**src/rtl/riscv_pkg.sv**
```systemverilog
// rtl/riscv_pkg.sv - shared RV32I opcode, field and loader-state constants
package riscv_pkg;

  localparam logic [6:0] OP_R   = 7'b0110011;
  localparam logic [6:0] OP_LW  = 7'b0000011;
  localparam logic [6:0] OP_SW  = 7'b0100011;
  localparam logic [6:0] OP_BEQ = 7'b1100011;

  localparam logic [2:0] F3_ADD = 3'b000;
  localparam logic [2:0] F3_SUB = 3'b000;
  localparam logic [2:0] F3_AND = 3'b111;
  localparam logic [2:0] F3_OR  = 3'b110;
  localparam logic [2:0] F3_SLT = 3'b010;
  localparam logic [2:0] F3_WORD = 3'b010;
  localparam logic [2:0] F3_BEQ = 3'b000;

  localparam logic [6:0] F7_BASE = 7'b0000000;
  localparam logic [6:0] F7_SUB  = 7'b0100000;

  localparam logic [1:0] KIND_R   = 2'd0;
  localparam logic [1:0] KIND_LW  = 2'd1;
  localparam logic [1:0] KIND_SW  = 2'd2;
  localparam logic [1:0] KIND_BEQ = 2'd3;

  localparam logic [2:0] ALU_ADD = 3'b000;
  localparam logic [2:0] ALU_SUB = 3'b001;
  localparam logic [2:0] ALU_AND = 3'b010;
  localparam logic [2:0] ALU_OR  = 3'b011;
  localparam logic [2:0] ALU_SLT = 3'b101;

  typedef logic [1:0] state_t;
  localparam state_t ST_LOAD  = 2'd0;
  localparam state_t ST_WRITE = 2'd1;
  localparam state_t ST_DONE  = 2'd2;

endpackage

```
**src/rtl/instr_encoder.sv**
```systemverilog
// rtl/instr_encoder.sv - combinational symbolic-instruction to RV32I word encoder
module instr_encoder
  import riscv_pkg::*;
(
  input  logic [1:0]  kind,
  input  logic [2:0]  alu,
  input  logic [4:0]  rd,
  input  logic [4:0]  rs1,
  input  logic [4:0]  rs2,
  input  logic [12:0] imm,
  output logic [31:0] word,
  output logic        legal
);

  logic [2:0] f3;
  logic [6:0] f7;

  always_comb begin
    word  = '0;
    legal = 1'b0;
    f3    = F3_ADD;
    f7    = F7_BASE;
    case (kind)
      KIND_R: begin
        legal = 1'b1;
        case (alu)
          ALU_ADD: f3 = F3_ADD;
          ALU_SUB: begin
            f3 = F3_SUB;
            f7 = F7_SUB;
          end
          ALU_AND: f3 = F3_AND;
          ALU_OR:  f3 = F3_OR;
          ALU_SLT: f3 = F3_SLT;
          default: legal = 1'b0;
        endcase
        word = {f7, rs2, rs1, f3, rd, OP_R};
      end
      // lw/sw only carry 12 immediate bits, so bit 12 must be a pure sign copy
      KIND_LW: begin
        legal = (imm[12] == imm[11]);
        word  = {imm[11:0], rs1, F3_WORD, rd, OP_LW};
      end
      KIND_SW: begin
        legal = (imm[12] == imm[11]);
        word  = {imm[11:5], rs2, rs1, F3_WORD, imm[4:0], OP_SW};
      end
      default: begin
        legal = ~imm[0];
        word  = {imm[12], imm[10:5], rs2, rs1, F3_BEQ, imm[4:1], imm[11], OP_BEQ};
      end
    endcase
  end

endmodule

```
**src/rtl/imem_program_loader.sv**
```systemverilog
// rtl/imem_program_loader.sv - encodes handshaked instructions and writes them to sequential imem words
module imem_program_loader
  import riscv_pkg::*;
#(
  parameter int ADDR_W = 6
) (
  input  logic              clk,
  input  logic              rst_n,
  input  logic              clear,
  input  logic              in_valid,
  output logic              in_ready,
  input  logic [1:0]        in_kind,
  input  logic [2:0]        in_alu,
  input  logic [4:0]        in_rd,
  input  logic [4:0]        in_rs1,
  input  logic [4:0]        in_rs2,
  input  logic [12:0]       in_imm,
  input  logic              in_last,
  output logic              imem_we,
  output logic [ADDR_W-1:0] imem_addr,
  output logic [31:0]       imem_wdata,
  output logic [ADDR_W:0]   count,
  output logic              done,
  output logic              full,
  output logic              err
);

  state_t            state;
  logic [ADDR_W-1:0] addr;
  logic [31:0]       word_q;
  logic              last_q;
  logic [31:0]       enc_word;
  logic              enc_legal;

  instr_encoder u_encoder (
    .kind  (in_kind),
    .alu   (in_alu),
    .rd    (in_rd),
    .rs1   (in_rs1),
    .rs2   (in_rs2),
    .imm   (in_imm),
    .word  (enc_word),
    .legal (enc_legal)
  );

  assign in_ready   = (state == ST_LOAD);
  // clear must suppress a strobe already in progress, hence the gate here
  assign imem_we    = (state == ST_WRITE) && !clear;
  assign imem_addr  = addr;
  assign imem_wdata = word_q;

  always_ff @(posedge clk or negedge rst_n) begin
    if (!rst_n) begin
      state  <= ST_LOAD;
      addr   <= '0;
      word_q <= '0;
      last_q <= 1'b0;
      count  <= '0;
      done   <= 1'b0;
      full   <= 1'b0;
      err    <= 1'b0;
    end else if (clear) begin
      state  <= ST_LOAD;
      addr   <= '0;
      last_q <= 1'b0;
      count  <= '0;
      done   <= 1'b0;
      full   <= 1'b0;
      err    <= 1'b0;
    end else begin
      case (state)
        ST_LOAD: begin
          if (in_valid) begin
            if (enc_legal) begin
              word_q <= enc_word;
              last_q <= in_last;
              state  <= ST_WRITE;
            end else begin
              err <= 1'b1;
            end
          end
        end
        ST_WRITE: begin
          count <= count + (ADDR_W + 1)'(1);
          if (last_q) begin
            state <= ST_DONE;
            done  <= 1'b1;
          end else if (&addr) begin
            state <= ST_DONE;
            done  <= 1'b1;
            full  <= 1'b1;
          end else begin
            addr  <= addr + ADDR_W'(1);
            state <= ST_LOAD;
          end
        end
        ST_DONE: state <= ST_DONE;
        default: state <= ST_LOAD;
      endcase
    end
  end

endmodule

```
**config.mk**
```make
export PLATFORM = sky130hd
export DESIGN_NAME = imem_program_loader
export DESIGN_NICKNAME = d
export VERILOG_FILES = /design/src/rtl/riscv_pkg.sv /design/src/rtl/instr_encoder.sv /design/src/rtl/imem_program_loader.sv
export SDC_FILE = /design/constraint.sdc
export NUM_CORES = 1
export LEC_CHECK = 0
export ABC_AREA = 1
export CORE_MARGIN = 8
export CORE_UTILIZATION = 45
export CTS_CLUSTER_SIZE = 12
export DETAILED_ROUTE_END_ITERATION = 8
export GPL_ROUTABILITY_DRIVEN = 0
export HOLD_SLACK_MARGIN = 0.08
export PLACE_DENSITY = 0.81
export SLEW_MARGIN = 10
export SYNTH_ARGS = -nofsm -noshare
export SYNTH_HDL_FRONTEND = slang
export SYNTH_SLANG_ARGS = --single-unit
```
**constraint.sdc**
```tcl
create_clock -name clk -period 1.75 [get_ports clk]
set_clock_uncertainty 0.2 [all_clocks]
set_input_delay 0.4375 -clock clk [delete_from_list [all_inputs] [get_ports clk]]
set_output_delay 0.4375 -clock clk [all_outputs]
set_load 0.01 [all_outputs]
```
==> impl_metrics.toml <==
[yosys]
synth-main-ff-cell = "dfrtp_1"
synth_fa_ha_area_frac = 0.0308
synth_compound_area_frac = 0.0853
synth_edf_count = 0
synth_xor_xnor_area_share = 0.0144
synth.most_common_cell = "nand2_1"
ys_warn_count = 0
avgSynthCellArea_um2 = 7.73
synth_top_family_by_area = "simple AND/OR/NAND/NOR gates"
yosysTopAreaCell = "dfrtp_1"
synthArstFlopShare = 1.00
ys_seq_area_frac = 0.493
yosysTopAreaCellShare = 0.493
synth-simple-area-share = 0.274
syn_inst = 315
synth_cell_types = 29
synth-seq-cells = 48
netlist_area_um2 = 2430
synthTopCellsByArea = "dfrtp_1, nand2_1, inv_1, o21ai_0, nor2_1"
synth_commonest_cells = "nand2_1, dfrtp_1, inv_1, nor2_1, o21ai_0"
muxShareOfSynthArea = 0

[die]
die_x_um = 89.6
io_pins = 88
start_util = 0.471
die_y_um = 89.6
core_um2 = 5170
rows = 26
die_area_um2 = 8020

[place]
dpl.hpwl_um = 5140
pre_cts_slack_ns = -0.638
place_area_um2 = 3590
port_buffers = 85

[setup_path]
worstSetupStartpointType = "input port"
slowest_stage = "clkdlybuf4s50_1"
cp_max_fo = 10
path_cells = "clkdlybuf4s50_1, inv_1, nor2_4, nand3_4, nor2_4, buf_6, buf_12, nand2_1, nand2_1"
path_delay_family = "buffers and inverters"
path_buf_inv = 4
crit_path_end_kind = "flop"
crit_path_max_incr_delay_ns = 0.46
critPathKind = "input port to flop"
required_ns = 1.79
reg2reg_slack_ns = 0.05
critPathArrivalTime_ns = 1.76

[route]
highest_layer = "met4"
viasPerCell = 4.88
drc_errors = 0
wl_per_cell_um = 13.7
dr_total_vias = 2507
firstDrtPassIters = 6
met2_length_um = 3490
wl_met3_um = 374
m1WireLength_um = 2990
drt_iter0_drc = 110
drtAntennaViolNets = 0
routed_wl_um = 7040

[grt]
track_usage = 0.176
grt_antenna_before_repair = 0
grt_overflow = 0
grt_pass1_vias = 2422
grt_pass1_wl_um = 11100
grt_max_degree = 49

[cts]
cts_buffer_depth = 2
numCtsBuffers = 5
path_clk_slew_ns = 0.09
clock_latency_ns = 0.30
tritoncts = "done"
htree_levels = 2
clkSinkCount = 48
root_buffer = "clkbuf_8"

[min_path]
hold_class = "flop to flop"

[timing]
slew_viol_final = 0
fmax_mhz = 581
setup_viol = 0
finalSetupTns_ns = 0
final.min_clock_period_ns = 1.72
rsz0062_at_grt = "true"
fin_crit_sh = 0.984
setup_slack_ns = 0.0276
finalHoldViolations = 0

[layout]
drive_gt1_frac = 0.189
area_growth_pct = 57.4
fillCellCount = 391
stdcell_area_um2 = 3830
final_nets = 487
antennaDiodeCount = 0

[flow_run]
max_cap_viol_count = 0

[power]
ir_drop_uv = 438
p_per_area_nw_per_um2 = 773
p_leak_nw = 2.11

[status]
status = "complete, no violations"
==> layer usage <==
metal	vias to the layer above	GRT usage
li1	1229	-
met1	1186	0.207
met2	76	0.307
met3	16	0.0386
met4	0	0.0604
met5	-	0
==> kinds of logic after synthesis <==
logic type	after synthesis
simple gates	163
buf+inv	54
flops	48
compound gates	39
fa+ha+maj	6
xor+xnor	4
other cells	1
==> worst register-to-register path: stages (launching register included) <==
cell	delay (ns)
dfrtp_1	0.41
ha_4	0.17
nand3_4	0.08
nor3_4	0.22
o21ai_1	0.08
buf_4	0.17
buf_4	0.14
nand4_1	0.08
nand2_2	0.05
==> final timing paths <==
path                                      from             end  cells past startpoint
worst max-delay path                  in_valid  imem_wdata[21]                      9
worst min-delay path            imem_wdata[18]  imem_wdata[18]                      2
worst max register to register    imem_addr[1]    imem_addr[5]                      8
worst min register to register  imem_wdata[18]  imem_wdata[18]                      2
max in group asynchronous                rst_n   imem_wdata[8]                      3
min in group asynchronous                rst_n  imem_wdata[25]                      3
==> sequential cells by signal, indices dropped and copies added (netlist names) <==
register	count
imem_wdata	29
imem_addr	6
full	1
state	2
last_q	1
count	7
done	1
err	1
==> cell type report <==
cell class	count	area [um2]	area share
Inverter	41	154	0.0402
Sequential cell	48	1200	0.313
Clock buffer	6	82.6	0.0215
Timing Repair Buffer	133	1200	0.314
Multi-Input combinational cell	214	1090	0.285
Clock inverter	2	10.0	0.00261
Tap cell	70	87.6	0.0229
==> power breakdown <==
group,internal (W),switching (W),total [W]
logic,0.000457,0.000457,0.000914
registers,0.00128,0.0000928,0.00137
clock network,0.000316,0.000365,0.000680
==> layout by cell type (no fill, tap or decap), types with 4 or more instances in the layout <==
master and instances:
a21oi_1 7, buf_12 4, buf_2 4, buf_4 40
clkbuf_8 6, clkdlybuf4s50_1 28, dfrtp_1 48, dlygate4sd2_1 48
inv_1 35, inv_2 6, nand2_1 110, nand2_2 4
nand3_1 11, nor2_1 22, nor2_4 4, o21ai_0 22
o22ai_1 4
==> stage by stage <==
step / hold slack (ns) / power, W / cells / utilization
3_5_place_dp: 0.242 / 0.00237 / 494 / 0.694
6_report: 0.282 / 0.00296 / 514 / 0.741
5_1_grt: 0.305 / 0.00314 / 514 / 0.741
2_1_floorplan: -0.0581 / 0.00176 / 316 / -
3_3_place_gp: 0.240 / 0.00235 / 494 / 0.694
4_1_cts: 0.285 / 0.00295 / 510 / 0.721
==> what timing repair did <==
action	in CTS	in global routing
pin swaps	5	5
setup buffers	6	4
endpoints found under the hold margin	48	0
endpoints found under the setup margin	86	25
resized for setup	82	19
cloned	1	0
hold buffers	1	0
No activity file was read; power rests on OpenSTA's default activity.
